### src/rtl/seq_booth_pkg.sv
// Shared types for the sequential radix-4 Booth multiplier: FSM states and Booth digit codes.
package seq_booth_pkg;

  typedef enum logic [1:0] {
    IDLE = 2'd0,
    RUN  = 2'd1,
    DONE = 2'd2
  } state_t;

  // Bit 2 of a digit code marks a negative digit; bits [1:0] give its magnitude.
  typedef enum logic [2:0] {
    DIG_ZERO = 3'b000,
    DIG_POS1 = 3'b001,
    DIG_POS2 = 3'b010,
    DIG_NEG1 = 3'b101,
    DIG_NEG2 = 3'b110
  } booth_dig_t;

  function automatic booth_dig_t booth_decode(input logic [2:0] win);
    booth_dig_t d;
    case (win)
      3'b001, 3'b010: d = DIG_POS1;
      3'b011:         d = DIG_POS2;
      3'b100:         d = DIG_NEG2;
      3'b101, 3'b110: d = DIG_NEG1;
      default:        d = DIG_ZERO;
    endcase
    return d;
  endfunction

endpackage

### src/rtl/booth_pp_sel.sv
// Combinational Booth partial-product select: 3-bit window and extended multiplicand in,
// W+3-bit two's-complement partial product out; no state, no backpressure.
module booth_pp_sel
  import seq_booth_pkg::*;
#(
  parameter int W = 8
) (
  input  logic [2:0]   win,
  input  logic [W+1:0] mcand,
  output logic [W+2:0] pp
);

  localparam int PW = W + 3;

  booth_dig_t       dig;
  logic [PW-1:0]    x1;
  logic [PW-1:0]    x2;
  logic [PW-1:0]    mag;

  assign x1 = {mcand[W+1], mcand};
  assign x2 = {mcand, 1'b0};

  always_comb begin
    dig = booth_decode(win);
    mag = '0;
    case (dig)
      DIG_POS1, DIG_NEG1: mag = x1;
      DIG_POS2, DIG_NEG2: mag = x2;
      default:            mag = '0;
    endcase
    // Negation at full W+3 width keeps -2*(-2^(W-1)) representable.
    pp = dig[2] ? (~mag + {{(PW-1){1'b0}}, 1'b1}) : mag;
  end

endmodule

### src/rtl/seq_booth_mul.sv
// Sequential radix-4 Booth multiplier, one digit per cycle; product valid W/2+1 cycles after accept.
// Valid/ready on both sides: holds the product in DONE until out_ready, accepts only in IDLE.
module seq_booth_mul
  import seq_booth_pkg::*;
#(
  parameter int W = 8
) (
  input  logic           clk,
  input  logic           rst,
  input  logic           in_valid,
  output logic           in_ready,
  input  logic [W-1:0]   a,
  input  logic [W-1:0]   b,
  input  logic           is_signed,
  output logic           out_valid,
  input  logic           out_ready,
  output logic [2*W-1:0] p
);

  localparam int N  = W / 2 + 1;
  localparam int CW = $clog2(N + 1);
  localparam int AW = 2 * W + 4;
  localparam int PW = W + 3;
  localparam logic [CW-1:0] LAST = CW'(N - 1);

  state_t          state_q;
  state_t          state_d;
  logic [CW-1:0]   cnt_q;
  logic [W+1:0]    a_q;
  logic [W+2:0]    b_q;
  logic [AW-1:0]   acc_q;
  logic [PW-1:0]   pp;
  logic [AW-1:0]   pp_ext;
  logic [CW:0]     shamt;
  logic [AW-1-2*W:0] acc_unused;

  booth_pp_sel #(.W(W)) u_pp_sel (
    .win   (b_q[2:0]),
    .mcand (a_q),
    .pp    (pp)
  );

  assign pp_ext = {{(AW-PW){pp[PW-1]}}, pp};
  assign shamt  = {cnt_q, 1'b0};

  always_ff @(posedge clk) begin
    if (rst) state_q <= IDLE;
    else     state_q <= state_d;
  end

  always_comb begin
    state_d   = state_q;
    in_ready  = 1'b0;
    out_valid = 1'b0;
    case (state_q)
      IDLE: begin
        in_ready = 1'b1;
        if (in_valid) state_d = RUN;
      end
      RUN: begin
        if (cnt_q == LAST) state_d = DONE;
      end
      DONE: begin
        out_valid = 1'b1;
        if (out_ready) state_d = IDLE;
      end
      default: state_d = IDLE;
    endcase
  end

  always_ff @(posedge clk) begin
    if (rst) begin
      cnt_q <= '0;
      a_q   <= '0;
      b_q   <= '0;
      acc_q <= '0;
    end else begin
      case (state_q)
        IDLE: begin
          if (in_valid) begin
            a_q   <= is_signed ? {{2{a[W-1]}}, a} : {2'b00, a};
            // Multiplier carries the implicit zero below its LSB for the first window.
            b_q   <= is_signed ? {{2{b[W-1]}}, b, 1'b0} : {2'b00, b, 1'b0};
            acc_q <= '0;
            cnt_q <= '0;
          end
        end
        RUN: begin
          acc_q <= acc_q + (pp_ext << shamt);
          b_q   <= b_q >> 2;
          cnt_q <= cnt_q + 1'b1;
        end
        default: ;
      endcase
    end
  end

  // Top accumulator bits only absorb the extension headroom; they never reach p.
  assign acc_unused = acc_q[AW-1:2*W];
  assign p          = acc_q[2*W-1:0];

endmodule
### config.mk
export PLATFORM = sky130hd
export DESIGN_NAME = seq_booth_mul
export DESIGN_NICKNAME = d
export VERILOG_FILES = /design/src/rtl/seq_booth_pkg.sv /design/src/rtl/booth_pp_sel.sv /design/src/rtl/seq_booth_mul.sv
export SDC_FILE = /design/constraint.sdc
export NUM_CORES = 1
export LEC_CHECK = 0
export BUFFER_PORTS_ARGS = -buffer_cell sky130_fd_sc_hd__buf_2
export CORE_MARGIN = 8
export CORE_UTILIZATION = 55
export DETAILED_ROUTE_END_ITERATION = 10
export PLACE_DENSITY = 0.85
export SLEW_MARGIN = 20
export SYNTH_ARGS = -nofsm -noshare
export SYNTH_HDL_FRONTEND = slang
export SYNTH_SLANG_ARGS = --single-unit
### constraint.sdc
create_clock -name clk -period 7.4 [get_ports clk]
set_clock_uncertainty 0.15 [all_clocks]
set_input_delay 1.48 -clock clk [delete_from_list [all_inputs] [get_ports clk]]
set_output_delay 1.48 -clock clk [all_outputs]
set_load 0.02 [all_outputs]
==> run_results.csv, run 1 <==
group,metric,value,unit
yosys,synthCells,428,
cts,holdBufCountCts,0,
sta,fin_crit_sh,68.5,%
drt,avgRoutedWirePerCell,15.5,microns
yosys,post_synth_instance_area,3140,sq um
yosys,synthFlopType,"dfxtp_1",
drt,firstDrtPassIters,6,
drt,viasPerCell,6.12,
sta,hold_viol_final,0,
sta,timing.slew.headroom,48.9,%
cts,cts_tree,"done",
placement,port_buffers,38,
sta,setup_viol,0,
cts,cts_buffer_depth,2,
yosys,synth_commonest_cells,"81 x nand2_1, 41 x a21oi_1, 40 x dfxtp_1, 35 x nor2_1, 24 x ha_1",
cts,ctsResizeCount,0,
power_and_ir_drop,p_sw_share,32.5,%
yosys,syn_nets,474,
yosys,yosys.area_share.adder,10.2,%
floorplan,fp.dieH,91.6,microns
floorplan,initial_core_util,57.1,%
power_and_ir_drop,leakagePower,1.50,nW
cts,numCtsBuffers,5,
placement,place_congestion,0.893,
power_and_ir_drop,pwr-share-comb,27.9,%
cells_and_area,drive_above_1_share,14.0,%
setup_path,path_class,"reg2reg",
cells_and_area,multi_input_area,2210,sq um
sta,fin_setup_tns,0,ns
drt,ant_nets,0,
placement,post-dp-hpwl,5.95,mm
cells_and_area,antenna_cells,0,
setup_path,worstPathArrival,5.10,ns
cts,clk_latency,0.30,ns
yosys,synth_compound_area_share,25.5,%
yosys,synth-seq-cells,40,
power_and_ir_drop,ir_drop,0.000136,V
yosys,synth.distinct_cells,61,
global_route,gr-usage-all-layers,19.5,%
yosys,yosysTopAreaCell,"dfxtp_1",
yosys,synth_top_family_by_area,"compound AO/OA/AOI/OAI gates",
yosys,yosysWarningCount,0,
power_and_ir_drop,power_frac_clock,33.7,%
cts,cts_setup_buffers,0,
sta,post-route-min-period,5.07,ns
global_route,antenna_found_initial,0,
drt,vias,3197,
power_and_ir_drop,total_power,0.000633,W
hold_path,hold_path_class,"reg2reg",
yosys,synthArstFlopShare,0,%
sta,fmax,0.197,GHz
global_route,gr-total-overflow,0,
power_and_ir_drop,p_int,0.000427,W
status,status,"finished, final reports clean",
cts,ctsRootBufferMaster,"clkbuf_8",
floorplan,placementRows,27,
floorplan,core,5510,sq um
sta,rsz0062_at_grt,"false",
cells_and_area,fill_cells,493,
floorplan,fp.dieArea,8390,sq um
sta,final-max-slew-violation-count,0,
power_and_ir_drop,p_per_area,182,nW/um^2
power_and_ir_drop,seq_power_share,38.4,%
cells_and_area,seq_area,801,sq um
floorplan,die-width,91.6,microns
cts,cts_sinks,40,
drt,drtIter0Drc,283,
global_route,grt_max_degree,43,
power_and_ir_drop,power.switching,0.000206,W
global_route,grt_pass1_wl,13.9,mm
setup_path,critPathLaunchType,"flip-flop",
cells_and_area,area_growth,10.3,%
job,maxCapViolCount,0,
floorplan,pin_count,39,
drt,totalWireLength,8.09,mm
setup_path,path_max_fanout,24,
yosys,ys_seq_area_share,25.5,%
yosys,synth-xor-area-share,6.13,%
cts,ctsHtreeMaxLevel,2,
setup_path,required,7.43,ns
yosys,syn_avg_cell_area,7.35,sq um
yosys,synthSimpleGateAreaFrac,25.2,%
cells_and_area,postLayoutCoreUtil,63.0,%
sta,worst_pin_slew,0.767,ns
yosys,muxShareOfSynthArea,3.26,%
yosys,synth_edf_count,0,
yosys,yosysTopAreaCellShare,25.5,%
global_route,grt_pass1_vias,3053,
drt,drc,0,
cts,path_clk_slew,0.08,ns
cells_and_area,finalNetCount,496,
setup_path,worst_setup_path_end_kind,"flip-flop",
yosys,ys_top_cells_by_area,"dfxtp_1 25%, nand2_1 9.7%, ha_1 9.6%",
yosys,synth_most_common_cell,"nand2_1",
-- power groups by stage --
stage                     registers (W)  logic (W)  clock network (W)
final                          0.000243   0.000177           0.000214
after global routing           0.000245   0.000197           0.000222
after CTS                      0.000242   0.000174           0.000217
after detailed placement       0.000248   0.000173                  0
after global placement         0.000247   0.000169                  0
after floorplan                0.000245   0.000136                  0
-- kinds of logic (layout without fill, tap and decap cells) --
kind of cell | after synthesis | after routing
flip-flops | 40 | 40
buffers and inverters | 33 | 55
adder cells (fa/ha/maj) | 25 | 25
multiplexers | 9 | 9
AO/OA/AOI/OAI | 122 | 122
AND/OR/NAND/NOR | 177 | 177
XOR/XNOR | 22 | 22
-- final cells by class --
class / count / share of cell area [%]
Multi-Input combinational cell: 355 / 63.8
Clock buffer: 5 / 1.98
Inverter: 8 / 0.865
Tap cell: 72 / 2.60
Clock inverter: 2 / 1.73
Sequential cell: 40 / 23.1
Timing Repair Buffer: 40 / 5.91
-- path summary, 6_finish.rpt --
check / start / endpoint / slack [ns] / cells past startpoint
max: b_q[1] / acc_q[15] / 2.33 / 21
min: b_q[8] / b_q[8] / 0.32 / 2
max reg2reg: b_q[1] / acc_q[15] / 2.33 / 21
min reg2reg: b_q[8] / b_q[8] / 0.32 / 2
-- stage by stage --
| step | hold slack, ns | setup slack, ns | cells | area [sq um] |
|---|---|---|---|---|
| 2_1_floorplan | 0.297 | 3.28 | 428 | 3140 |
| 3_3_place_gp | 0.307 | 2.59 | 515 | 3340 |
| 3_5_place_dp | 0.315 | 2.46 | 515 | 3340 |
| 4_1_cts | 0.327 | 2.40 | 522 | 3470 |
| 5_1_grt | 0.341 | 1.85 | 522 | 3470 |
| 6_report | 0.324 | 2.33 | 522 | 3470 |
-- cells in the final DEF (no fill, tap or decap), drive strengths merged, types with 2 or more instances in the layout --
| cell | n |
|---|---|
| nand2 | 81 |
| a21oi | 42 |
| dfxtp | 40 |
| buf | 40 |
| nor2 | 37 |
| ha | 24 |
| nand3 | 22 |
| o21ai | 17 |
| xnor2 | 12 |
| xor2 | 10 |
| nor3 | 10 |
| a31oi | 9 |
| a211oi | 9 |
| inv | 7 |
| a311oi | 7 |
| nor2b | 6 |
| a21o | 6 |
| clkbuf | 5 |
| o31ai | 5 |
| mux2i | 5 |
| and2 | 4 |
| nand2b | 4 |
| o22ai | 4 |
| o21a | 4 |
| mux2 | 4 |
| and3 | 4 |
| o211ai | 3 |
| a22o | 2 |
| a211o | 2 |
| o221ai | 2 |
| a2bb2oi | 2 |
| nand4 | 2 |
| bufinv | 2 |
| or4 | 2 |
-- worst max-delay path: stages, from the launching register on --
cell and delay (ns):
dfxtp_1 0.39, inv_1 0.08, ha_1 0.71, nor2_1 0.20, a22oi_1 0.24, ha_1 0.21
o311ai_1 0.14, a21oi_2 0.27, nor2_2 0.08, xnor2_1 0.17, o211ai_1 0.21, o21ai_0 0.13
o22ai_1 0.26, ha_1 0.31, and3_1 0.16, a211oi_1 0.27, o21a_1 0.15, nand2_1 0.06
a211oi_1 0.42, nor2_1 0.10, mux2i_1 0.14, nand4_1 0.10
-- sequential cells by signal, indices dropped and copies added (netlist names) --
signal,cells
acc_q,16
a_q,9
state_q,2
cnt_q,3
b_q,10
-- per-layer routing --
layer / GRT usage [%] / part of all wire, % / up-vias
met4: 6.14 / 1.4 / 0
li1: - / - / 1577
met3: 4.40 / 6.5 / 16
met2: 32.8 / 49 / 117
met5: 0 / 0 / -
met1: 24.0 / 43 / 1487
No activity file was read; power rests on OpenSTA's default activity.
==> run 2, diff against run 1 <==
--- a/config.mk
+++ b/config.mk
@@ -7,9 +7,9 @@
 export LEC_CHECK = 0
 export BUFFER_PORTS_ARGS = -buffer_cell sky130_fd_sc_hd__buf_2
 export CORE_MARGIN = 8
-export CORE_UTILIZATION = 55
+export CORE_UTILIZATION = 53
 export DETAILED_ROUTE_END_ITERATION = 10
-export PLACE_DENSITY = 0.85
+export PLACE_DENSITY = 0.86
 export SLEW_MARGIN = 20
 export SYNTH_ARGS = -nofsm -noshare
 export SYNTH_HDL_FRONTEND = slang
==> constraint.sdc (replaced) <==
create_clock -name clk -period 4.1 [get_ports clk]
set_clock_uncertainty 0.15 [all_clocks]
set_input_delay 0.82 -clock clk [delete_from_list [all_inputs] [get_ports clk]]
set_output_delay 0.82 -clock clk [all_outputs]
set_load 0.02 [all_outputs]
==> run_results.csv, run 2 (synthesis results as in run 1) <==
group,metric,value,unit
drt,firstDrtPassIters,5,
cells_and_area,antenna_cells,0,
drt,viasPerCell,6.45,
cts,cts_tree,"done",
power_and_ir_drop,pwr-share-comb,37.1,%
sta,fin_setup_tns,-2.11,ns
sta,fin_ws,-0.437,ns
hold_path,hold_path_class,"reg2reg",
floorplan,core,5820,sq um
global_route,gr-total-overflow,0,
cts,holdBufCountCts,0,
power_and_ir_drop,ir_drop,0.000334,V
power_and_ir_drop,p_int,0.000788,W
cells_and_area,final_common_cell,"nand2_1",
floorplan,placementRows,28,
drt,totalWireLength,10.4,mm
floorplan,pin_count,39,
power_and_ir_drop,p_sw_share,35.7,%
placement,place_congestion,0.929,
sta,setup_viol,7,
cts,path_clk_slew,0.08,ns
drt,ant_nets,0,
setup_path,required,4.13,ns
sta,fmax,0.220,GHz
global_route,grt_max_degree,43,
job,maxCapViolCount,0,
drt,drtIter0Drc,489,
floorplan,fp.dieH,93.0,microns
setup_path,path_max_fanout,4,
global_route,antenna_found_initial,0,
sta,post-route-min-period,4.54,ns
setup_path,critPathLaunchType,"flip-flop",
cts,cts_buffer_depth,2,
global_route,gr-usage-all-layers,21.6,%
placement,port_buffers,38,
cts,ctsHtreeMaxLevel,2,
cts,numCtsBuffers,5,
global_route,grt_pass1_wl,15.5,mm
cts,ctsRootBufferMaster,"clkbuf_8",
power_and_ir_drop,power_frac_clock,27.6,%
sta,hold_viol_final,0,
sta,timing.slew.headroom,49.5,%
status,status,"complete, but fails checks",
power_and_ir_drop,leakagePower,1.76,nW
drt,drc,0,
power_and_ir_drop,seq_power_share,35.3,%
floorplan,die-width,93.0,microns
sta,rsz0062_at_grt,"true",
cts,cts_sinks,40,
sta,worst_pin_slew,0.758,ns
setup_path,path_class,"reg2reg",
cells_and_area,finalNetCount,543,
placement,place_ws,-0.350,ns
cells_and_area,area_growth,29.1,%
setup_path,worst_setup_path_end_kind,"flip-flop",
cells_and_area,largest_reg_flops,16,
drt,avgRoutedWirePerCell,18.2,microns
drt,vias,3695,
global_route,grt_pass1_vias,3397,
floorplan,fp.dieArea,8650,sq um
status,violations,"negative setup slack",
power_and_ir_drop,p_per_area,302,nW/um^2
cts,clk_latency,0.31,ns
sta,fin_crit_sh,111,%
cells_and_area,most-common-layout-cells,"76 x nand2_1, 45 x buf_4, 38 x a21oi_1, 38 x dfxtp_1, 38 x buf_2",
placement,post-dp-hpwl,6.09,mm
sta,final-max-slew-violation-count,0,
cells_and_area,largest-register,"acc_q",
power_and_ir_drop,power.switching,0.000438,W
cells_and_area,top_regs,"acc_q (16), b_q (10), a_q (9)",
setup_path,worstPathArrival,4.57,ns
cells_and_area,drive_above_1_share,29.9,%
floorplan,initial_core_util,54.1,%
## run 2: changes by cell type in the layout (fill, tap and decap cells not counted), sizes merged
cell	change
buf	+47
bufinv	-1
clkinvlp	+1
inv	+1
## run 2: repair_timing
item	in CTS	in global routing
pin swaps	18	25
gates resized for setup	29	29
setup buffers	12	4
setup endpoints to repair	7	9
## run 2: power by group through the flow
stage | clock, W | sequential, W | combinational, W
detailed placement | 0 | 0.000440 | 0.000357
floorplan | 0 | 0.000442 | 0.000246
CTS | 0.000339 | 0.000432 | 0.000403
global route | 0.000361 | 0.000436 | 0.000486
global placement | 0 | 0.000439 | 0.000347
finish | 0.000339 | 0.000433 | 0.000455
## run 2: final timing paths
check	start	slack, ns	endpoint	depth (start not counted)
worst max-delay path	b_q[1]	-0.44	acc_q[15]	23
worst min-delay path	b_q[8]	0.33	b_q[8]	2
worst max register to register	b_q[1]	-0.44	acc_q[15]	23
worst min register to register	b_q[8]	0.33	b_q[8]	2
## run 2: worst max-delay path, stage by stage, from the launching register on
cell and delay (ns):
dfxtp_2 0.37, inv_2 0.06, ha_4 0.16, mux2i_2 0.18, nor2_2 0.08, a22oi_2 0.20, ha_2 0.27, o311ai_4 0.12
buf_4 0.17, a21oi_4 0.16, nor2_4 0.06, xnor2_2 0.17, o211ai_1 0.34, o21ai_1 0.17, o22ai_2 0.27, ha_4 0.26
and3_1 0.15, a211oi_2 0.18, o21a_1 0.15, nand2_2 0.10, a211oi_4 0.28, nor2_1 0.07, mux2i_1 0.17, nand4_1 0.11
## run 2: through the flow
| stage | util [%] | cells | total power (W) | hold slack (ns) | area [sq um] |
|---|---|---|---|---|---|
| global route | 69.8 | 573 | 0.00128 | 0.361 | 4060 |
| detailed placement | 61.6 | 549 | 0.000797 | 0.316 | 3580 |
| finish | 69.8 | 573 | 0.00123 | 0.326 | 4060 |
| CTS | 67.4 | 569 | 0.00117 | 0.330 | 3920 |
| global placement | 61.6 | 549 | 0.000785 | 0.311 | 3580 |
| floorplan | - | 428 | 0.000687 | 0.297 | 3150 |
## run 2: layout make-up
cell class,instances,area [sq um]
Sequential cell,40,803
Fill cell,432,1760
Clock buffer,5,68.8
Timing Repair Buffer,87,573
Multi-Input combinational cell,355,2440
Tap cell,75,93.8
Clock inverter,3,46.3
Inverter,8,30.0
## run 2: routing by layer
metal  vias to the layer above  share of wire [%]  GRT usage [%]
li1                       1670                  -              -
met1                      1699                 40           26.0
met2                       269                 47           35.0
met3                        57                8.9           4.57
met4                         0                4.1           11.8
met5                         -                  0              0
